[config.mk]
export PLATFORM = sky130hd
export DESIGN_NAME = calc_seq_ctrl
export DESIGN_NICKNAME = d
export VERILOG_FILES = /design/src/rtl/calc_seq_ctrl.sv
export SDC_FILE = /design/constraint.sdc
export NUM_CORES = 1
export LEC_CHECK = 0
export BUFFER_PORTS_ARGS = -buffer_cell sky130_fd_sc_hd__buf_4
export CORE_MARGIN = 2
export CORE_UTILIZATION = 60
export DETAILED_ROUTE_END_ITERATION = 12
export PLACE_DENSITY_LB_ADDON = 0.15
export REMOVE_ABC_BUFFERS = 1
export SLEW_MARGIN = 15
export SYNTH_ARGS = -nofsm -noshare
export SYNTH_HDL_FRONTEND = slang
export SYNTH_SLANG_ARGS = --single-unit
[constraint.sdc]
create_clock -name clk -period 6 [get_ports clk]
set_clock_uncertainty 0.15 [all_clocks]
set_input_delay 1.2 -clock clk [delete_from_list [all_inputs] [get_ports clk]]
set_output_delay 1.2 -clock clk [all_outputs]
set_load 0.1 [all_outputs]
[src/rtl/calc_seq_ctrl.sv]
// Button front end and display scanner for the 4-bit signed accumulator calculator.
// Debounced presses become single fixed-width push/clear strobes; digits are time-multiplexed.
module calc_seq_ctrl #(
    parameter int DEB_CYCLES = 4,
    parameter int PULSE_LEN  = 2,
    parameter int SCAN_DIV   = 4
) (
    input  logic       clk,
    input  logic       reset,
    input  logic       btn_raw,
    input  logic       clr_raw,
    input  logic [3:0] sw_in,
    input  logic [3:0] d1,
    input  logic [3:0] d2,
    input  logic [3:0] d3,
    input  logic [3:0] d4,
    output logic [3:0] acc_in,
    output logic       acc_push,
    output logic       acc_reset,
    output logic [3:0] an,
    output logic [3:0] seg_code,
    output logic       busy
);

    localparam int SCAN_W = (SCAN_DIV > 1) ? $clog2(SCAN_DIV) : 1;

    typedef enum logic [2:0] {IDLE, SETUP, PULSE, HOLD, CLR} state_t;

    // index 0 = push button, index 1 = clear button
    logic [1:0]      raw;
    logic [1:0]      sync1_q, sync2_q;
    logic [3:0]      sw1_q, sw2_q;
    logic [1:0]      deb_q, deb_d, deb_prev_q;
    logic [1:0][7:0] deb_cnt_q, deb_cnt_d;
    logic [1:0]      flush_q, flush_d;
    logic            armed_q, armed_d;
    logic            push_edge, clr_edge;

    state_t          state_q, state_d;
    logic [3:0]      pcnt_q, pcnt_d;
    logic            pend_q, pend_d;
    logic [3:0]      acc_in_q, acc_in_d;
    logic            acc_push_q, acc_push_d;
    logic            acc_rst_q, acc_rst_d;
    logic            busy_q, busy_d;

    logic [SCAN_W-1:0] scan_cnt_q, scan_cnt_d;
    logic [1:0]        slot_q, slot_d;
    logic [3:0]        an_q, an_d;
    logic [3:0]        seg_q, seg_d;
    logic              scan_wrap;
    logic [3:0]        slot_code;

    assign raw = {clr_raw, btn_raw};

    always_comb begin
        deb_d     = deb_q;
        deb_cnt_d = deb_cnt_q;
        for (int i = 0; i < 2; i++) begin
            if (sync2_q[i] == deb_q[i]) begin
                deb_cnt_d[i] = 8'd0;
            end else if (deb_cnt_q[i] == 8'(DEB_CYCLES - 1)) begin
                deb_d[i]     = ~deb_q[i];
                deb_cnt_d[i] = 8'd0;
            end else begin
                deb_cnt_d[i] = deb_cnt_q[i] + 8'd1;
            end
        end
    end

    // A button already held when reset releases must be let go before it can push again;
    // wait for the synchroniser to flush before trusting its low level.
    always_comb begin
        flush_d = (flush_q == 2'd2) ? flush_q : flush_q + 2'd1;
        armed_d = armed_q | ((flush_q == 2'd2) & ~sync2_q[0]);
    end

    assign push_edge = deb_q[0] & ~deb_prev_q[0] & armed_q;
    assign clr_edge  = deb_q[1] & ~deb_prev_q[1];

    always_comb begin
        state_d  = state_q;
        pcnt_d   = pcnt_q;
        pend_d   = pend_q;
        acc_in_d = acc_in_q;
        case (state_q)
            IDLE: begin
                if (clr_edge || pend_q) begin
                    state_d  = CLR;
                    pcnt_d   = 4'd0;
                    acc_in_d = 4'd0;
                end else if (push_edge) begin
                    state_d  = SETUP;
                    acc_in_d = sw2_q;
                end
            end
            SETUP: begin
                if (clr_edge) pend_d = 1'b1;
                state_d = PULSE;
                pcnt_d  = 4'd0;
            end
            PULSE: begin
                if (clr_edge) pend_d = 1'b1;
                if (pcnt_q == 4'(PULSE_LEN - 1)) begin
                    state_d = HOLD;
                end else begin
                    pcnt_d = pcnt_q + 4'd1;
                end
            end
            HOLD: begin
                if (clr_edge) pend_d = 1'b1;
                if (!deb_q[0]) state_d = IDLE;
            end
            CLR: begin
                pend_d = 1'b0;
                if (pcnt_q == 4'(PULSE_LEN - 1)) begin
                    state_d = IDLE;
                end else begin
                    pcnt_d = pcnt_q + 4'd1;
                end
            end
            default: state_d = IDLE;
        endcase
        // strobes come straight from flops so the edge-triggered accumulator never sees a glitch
        acc_push_d = (state_d == PULSE);
        acc_rst_d  = (state_d == CLR);
        busy_d     = (state_d != IDLE);
    end

    assign scan_wrap = (scan_cnt_q == SCAN_W'(SCAN_DIV - 1));

    always_comb begin
        case (slot_q)
            2'd0:    slot_code = d1;
            2'd1:    slot_code = d2;
            2'd2:    slot_code = d3;
            default: slot_code = d4;
        endcase
        scan_cnt_d = scan_cnt_q + SCAN_W'(1);
        slot_d     = slot_q;
        an_d       = an_q;
        seg_d      = seg_q;
        if (scan_wrap) begin
            scan_cnt_d = '0;
            slot_d     = slot_q + 2'd1;
            an_d       = ~(4'b0001 << slot_q);
            seg_d      = slot_code;
        end
    end

    always_ff @(posedge clk or posedge reset) begin
        if (reset) begin
            sync1_q    <= '0;
            sync2_q    <= '0;
            sw1_q      <= '0;
            sw2_q      <= '0;
            deb_q      <= '0;
            deb_prev_q <= '0;
            deb_cnt_q  <= '0;
            flush_q    <= '0;
            armed_q    <= 1'b0;
            state_q    <= IDLE;
            pcnt_q     <= '0;
            pend_q     <= 1'b0;
            acc_in_q   <= '0;
            acc_push_q <= 1'b0;
            acc_rst_q  <= 1'b0;
            busy_q     <= 1'b0;
            scan_cnt_q <= '0;
            slot_q     <= '0;
            an_q       <= 4'b1111;
            seg_q      <= 4'hF;
        end else begin
            sync1_q    <= raw;
            sync2_q    <= sync1_q;
            sw1_q      <= sw_in;
            sw2_q      <= sw1_q;
            deb_q      <= deb_d;
            deb_prev_q <= deb_q;
            deb_cnt_q  <= deb_cnt_d;
            flush_q    <= flush_d;
            armed_q    <= armed_d;
            state_q    <= state_d;
            pcnt_q     <= pcnt_d;
            pend_q     <= pend_d;
            acc_in_q   <= acc_in_d;
            acc_push_q <= acc_push_d;
            acc_rst_q  <= acc_rst_d;
            busy_q     <= busy_d;
            scan_cnt_q <= scan_cnt_d;
            slot_q     <= slot_d;
            an_q       <= an_d;
            seg_q      <= seg_d;
        end
    end

    assign acc_in    = acc_in_q;
    assign acc_push  = acc_push_q;
    assign acc_reset = reset | acc_rst_q;
    assign an        = an_q;
    assign seg_code  = seg_q;
    assign busy      = busy_q;

endmodule
==> results of run 1 <==
-- cell usage after synthesis, types with 4 or more instances --
master	instances	area, µm²
dfrtp_1	54	1351
nand2_1	13	48.80
a21o_1	5	37.54
ha_1	11	137.6
a222oi_1	4	40.04
xor2_1	10	87.58
and3_1	4	25.02
mux2i_1	7	70.07
a22o_1	5	43.79
nand3_1	9	45.04
dfstp_2	8	210.2
nor2_1	22	82.58
a21oi_1	5	25.02
xnor2_1	7	61.31
o21ai_0	8	40.04
inv_1	15	56.30
-- where the power goes --
part,switching [mW],internal (mW),leakage (nW)
registers,0.0750,0.494,0.772
clock network,0.172,0.205,0.0987
logic,0.285,0.143,0.667
-- how the worst max path moves through the flow --
stage,endpoint,cells past startpoint
after global placement,acc_reset,3
after floorplan,acc_reset,1
final,acc_reset,3
after global routing,acc_reset,3
after detailed placement,acc_reset,3
after CTS,acc_reset,3
-- state kept, by name, summed over array words and instances, names as in the netlist, 3 cells and up --
register	flops
deb_cnt_q	16
acc_in	4
an	4
pcnt_q	4
seg_code	4
sw1_q	4
sw2_q	4
state_q	3
-- final cells by class --
class / instances / area share (%)
flip-flops and latches: 62 / 49.76
multi-input cells: 136 / 30.46
repair buffers: 39 / 9.330
clock buffers: 10 / 4.386
clock inverters: 6 / 2.273
well taps: 50 / 1.994
inverters: 15 / 1.794
-- critical path, delay by kind of cell --
kind                   cells  cell delay (ns)
buffers and inverters      2             0.35
AND/OR/NAND/NOR            1             0.26
-- kinds of logic after synthesis --
| logic type | count (synthesis) | share of synthesized area, % |
|---|---|---|
| simple gates | 65 | 12.84 |
| xor+xnor | 17 | 5.743 |
| mux | 10 | 4.006 |
| compound gates | 33 | 8.977 |
| flops | 62 | 60.23 |
| fa+ha+maj | 11 | 5.309 |
| buf+inv | 19 | 2.895 |
-- metal layers --
layer	wire [µm]	global-route usage, %	up-vias
li1	-	-	844
met5	0	0	-
met3	236	9.738	11
met2	2402	36.54	33
met1	2091	27.67	839
met4	83	8.974	0
==> flow_metrics.py, run 1 <==
metrics = {
    "status": {
        "outcome": "completed",
    },
    "critical_path": {
        "crit_chain": "buf_4 > or2_2 > buf_4",
        "crit_slowest_cell": "or2_2",
        "path_class": "primary input to output pin",
        "r2r_slack_ns": 3.96,
        "timing.critical_path.from": "reset",
        "crit_path_max_fanout": 2,
        "crit_arrival_ns": 1.81,
        "cp_common_cell": "buf_4",
        "timing.rr.start": "deb_cnt_q[1]",
        "cp-start-kind": "primary input",
        "r2r_end": "deb_cnt_q[5]",
        "end_kind": "output pin",
        "slowest_delay_ns": 0.26,
        "required_ns": 4.65,
        "reg2reg_depth": 5,
    },
    "final_layout": {
        "final_cell_mix": "dfrtp_1 (54), buf_4 (39), nor2_1 (22)",
        "multi_input_comb_area_um2": 955.9,
        "post-route-util_pct": 76.79,
        "areaGrowthSynthToFinish_pct": 21.04,
        "drive_gt1_share_pct": 27.99,
        "fin_cells": 318,
        "final_area_mm2": 0.003138,
        "seq_area_mm2": 0.001562,
        "antenna_cells": 0,
        "final_common_cell": "dfrtp_1",
        "fin_nets": 298,
        "fill_cells": 272,
    },
    "worst_hold_path": {
        "hold_class": "flip-flop to flip-flop",
        "min_from": "sw1_q[3]",
        "holdPathStages": 0,
        "min_to": "sw2_q[3]",
    },
    "clock_network": {
        "cts_resized": 0,
        "post-cts-setup-buffer-count": 0,
        "cts_hold_buf": 0,
        "cts-root-buf": "clkbuf_8",
        "cts_tree": "built",
        "cts.clk_slew.worst_paths_ns": 0.07,
        "cts-htree-levels": 3,
        "cts_num_sinks": 62,
        "clock_latency_ns": 0.35,
        "cts_buffers": 9,
        "clockBufferDepth": 2,
    },
    "placed_design": {
        "dp_hpwl_um": 3265,
        "globalplace.congestion": 0.7992,
        "dpl.cell_count": 302,
        "dp_slack_ns": 2.840,
        "dpl_cell_area_mm2": 0.002929,
        "io_buffers": 38,
    },
    "power": {
        "finalPower_mw": 1.374,
        "ir_drop_mv": 0.2742,
        "p_per_area_mw_per_mm2": 437.7,
        "power.leakage_nw": 1.537,
    },
    "detailed_routing": {
        "dr.pass1.iters": 4,
        "drtIter0Drc": 72,
        "vias": 1727,
        "ant_nets": 0,
        "wire_per_inst_um": 15.14,
        "viasPerCell": 5.431,
        "drcViolationCount": 0,
        "totalWireLength_um": 4814,
    },
    "global_routing": {
        "grt_pass1_wl_um": 8418,
        "antenna_found_initial": 0,
        "grt_pass1_vias": 1819,
        "grt_max_degree": 57,
        "grt_use_total_pct": 22.90,
        "grt.overflow.total": 0,
    },
    "timing": {
        "holdWs_ns": 0.2035,
        "finalSetupViolCount": 0,
        "max_freq_mhz": 316.4,
        "rsz0062_at_grt": "no",
        "final.period_utilization_pct": 52.67,
        "fin_crit_ns": 3.160,
        "maxSlewViolCount": 0,
        "timing.final.ws_setup_ns": 2.840,
        "worstMarginPinSlew_ns": 0.6708,
        "max-slew-margin-rel_pct": 55.28,
        "hold_violations": 0,
        "setup_tns_ns": 0,
    },
    "floorplan": {
        "initial_core_util_pct": 63.44,
        "die_w_um": 69.73,
        "core_area_mm2": 0.004086,
        "fp.dieArea_mm2": 0.004862,
        "fp-row-count": 23,
        "io_pins": 39,
        "die_y_um": 69.73,
    },
    "synthesis": {
        "syn_area_per_cell_um2": 11.95,
        "synthesis.area_mm2": 0.002592,
        "synth_cells": 217,
        "ys_warn_count": 0,
        "synth-seq-cells": 62,
        "synth_edf_count": 0,
        "async_reset_ff_share_pct": 100.0,
        "ys_seq_area_share_pct": 60.23,
        "ys_types": 37,
        "ys.flop_type": "dfrtp_1",
    },
    "run": {
        "drv_cap": 0,
    },
}
No activity file was read; power rests on OpenSTA's default activity.
==> run 2: changes to the inputs <==
--- a/config.mk
+++ b/config.mk
@@ -7,7 +7,7 @@
 export LEC_CHECK = 0
 export BUFFER_PORTS_ARGS = -buffer_cell sky130_fd_sc_hd__buf_4
 export CORE_MARGIN = 2
-export CORE_UTILIZATION = 60
+export CORE_UTILIZATION = 50
 export DETAILED_ROUTE_END_ITERATION = 12
 export PLACE_DENSITY_LB_ADDON = 0.15
 export REMOVE_ABC_BUFFERS = 1
==> constraint.sdc (replaced) <==
create_clock -name clk -period 2.7 [get_ports clk]
set_clock_uncertainty 0.15 [all_clocks]
set_input_delay 0.54 -clock clk [delete_from_list [all_inputs] [get_ports clk]]
set_output_delay 0.54 -clock clk [all_outputs]
set_load 0.1 [all_outputs]
==> run 2 against run 1 <==
- sequential power increased by 120%
- via count decreased by 3.1%
- cell area increased by 1.8%
- first-iteration DRC count increased by 26%
- sequential share of layout area decreased by 0.90 points
- routed wire length decreased by 8.4%
- global-route usage decreased by 4.7 points
- power increased by 130%
- die area increased by 19%
==> flow_metrics.py, run 2 (same netlist as run 1, synthesis figures left out) <==
metrics = {
    "status": {
        "outcome": "completed",
    },
    "detailed_routing": {
        "drtIter0Drc": 91,
        "viasPerCell": 4.938,
        "drcViolationCount": 0,
        "vias": 1674,
        "totalWireLength_um": 4411,
        "ant_nets": 0,
        "dr.pass1.iters": 4,
        "wire_per_inst_um": 13.01,
    },
    "critical_path": {
        "crit_path_max_fanout": 7,
        "cp-start-kind": "flip-flop",
        "timing.critical_path.from": "deb_cnt_q[0]",
        "crit_arrival_ns": 2.10,
        "slowest_delay_ns": 0.46,
        "timing.rr.start": "deb_cnt_q[0]",
        "path_class": "flip-flop to flip-flop",
        "end_kind": "flip-flop",
        "required_ns": 2.76,
        "crit_slowest_cell": "or4_4",
        "crit_chain": "ha_1 > or4b_1 > or4_4 > nand2_2 > nor2_1",
    },
    "clock_network": {
        "post-cts-setup-buffer-count": 0,
        "cts_resized": 0,
        "cts_buffers": 9,
        "clock_latency_ns": 0.33,
        "clockBufferDepth": 2,
        "cts.clk_slew.worst_paths_ns": 0.07,
        "cts_num_sinks": 62,
        "cts_tree": "built",
        "cts_hold_buf": 0,
        "cts-htree-levels": 3,
        "cts-root-buf": "clkbuf_8",
    },
    "final_layout": {
        "fin_cells": 339,
        "post-route-util_pct": 63.37,
        "antenna_cells": 0,
        "fin_nets": 299,
        "areaGrowthSynthToFinish_pct": 23.26,
        "largest_register_ffs": 16,
        "drive_gt1_share_pct": 27.88,
        "final_common_cell": "dfrtp_1",
        "final_cell_mix": "dfrtp_1 (54), buf_4 (40), nor2_1 (22)",
        "top_register": "deb_cnt_q",
    },
    "timing": {
        "fin_crit_ns": 2.041,
        "setup_tns_ns": 0,
        "max_freq_mhz": 490.1,
        "worstMarginPinSlew_ns": 0.5989,
        "rsz0062_at_grt": "no",
        "hold_violations": 0,
        "holdWs_ns": 0.1316,
        "max-slew-margin-rel_pct": 60.02,
        "final.period_utilization_pct": 75.58,
        "maxSlewViolCount": 0,
        "finalSetupViolCount": 0,
    },
    "placed_design": {
        "io_buffers": 38,
        "dpl.cell_count": 323,
        "globalplace.congestion": 0.8288,
        "dp_hpwl_um": 3109,
    },
    "global_routing": {
        "antenna_found_initial": 0,
        "grt_max_degree": 30,
        "grt_use_total_pct": 18.18,
        "grt.overflow.total": 0,
        "grt_pass1_wl_um": 8197,
        "grt_pass1_vias": 1778,
    },
    "floorplan": {
        "die_y_um": 76.01,
        "initial_core_util_pct": 51.41,
        "fp.dieArea_mm2": 0.005777,
        "die_w_um": 76.01,
        "core_area_mm2": 0.005042,
        "io_pins": 39,
        "fp-row-count": 26,
    },
    "power": {
        "ir_drop_mv": 1.159,
        "power.leakage_nw": 1.563,
        "p_per_area_mw_per_mm2": 975.9,
    },
    "worst_hold_path": {
        "hold_class": "primary input to asynchronous set/reset pin",
    },
    "run": {
        "drv_cap": 0,
    },
}
[run 2: changes by cell type in the layout (fill, tap and decap cells not counted), sizes merged]
cell | previous run | this run
buf | 39 | 40
clkinv | 3 | 1
clkbuf | 10 | 13
clkinvlp | 2 | 0
bufinv | 1 | 2
[run 2: stage by stage]
stage | setup WS [ns] | area [µm²] | power [mW]
after floorplan | 0.4818 | 2574 | 1.987
after global placement | 0.7241 | 2962 | 2.206
after detailed placement | 0.6864 | 2962 | 2.211
after CTS | 0.6534 | 3196 | 3.162
after global routing | 0.5420 | 3196 | 3.313
final | 0.6594 | 3196 | 3.119
[run 2: final timing paths]
path,end,slack (ns),depth (start not counted)
worst max-delay path,deb_cnt_q[6],0.66,5
worst min-delay path,deb_cnt_q[7],0.13,2
worst max register to register,deb_cnt_q[6],0.66,5
worst min register to register,sync2_q[0],0.20,0
max in group asynchronous,deb_cnt_q[11],1.61,3
min in group clk,sw1_q[0],0.17,1
[run 2: layer usage]
layer | vias up | part of all wire (%) | GRT usage [%]
met5 | - | 0 | 0
met4 | 0 | 0.77 | 7.091
met3 | 4 | 4.9 | 7.464
met2 | 37 | 46 | 27.14
met1 | 798 | 49 | 23.89
li1 | 835 | - | -
[run 2: where the power goes]
part	leakage (nW)	switching [mW]	internal, mW
Clock	0.120	0.332	0.594
Combinational	0.672	0.621	0.318
Sequential	0.772	0.156	1.10
Total	1.56	1.11	2.01
[run 2: critical path: cells and delay by family (launching register included)]
kind / cells / cell delay, ns
and+or+nand+nor: 4 / 1.12
DFF: 1 / 0.41
adders and majority gates: 1 / 0.24
[run 2: final cells by class]
class                      count  area, µm²
clock buffer                  13      168.9
clock inverter                 3      65.06
fill                         421       1847
timing repair buffer          40      300.3
inverter                      15      56.30
tap                           70      87.58
sequential                    62       1562
multi-input combinational    136      955.9
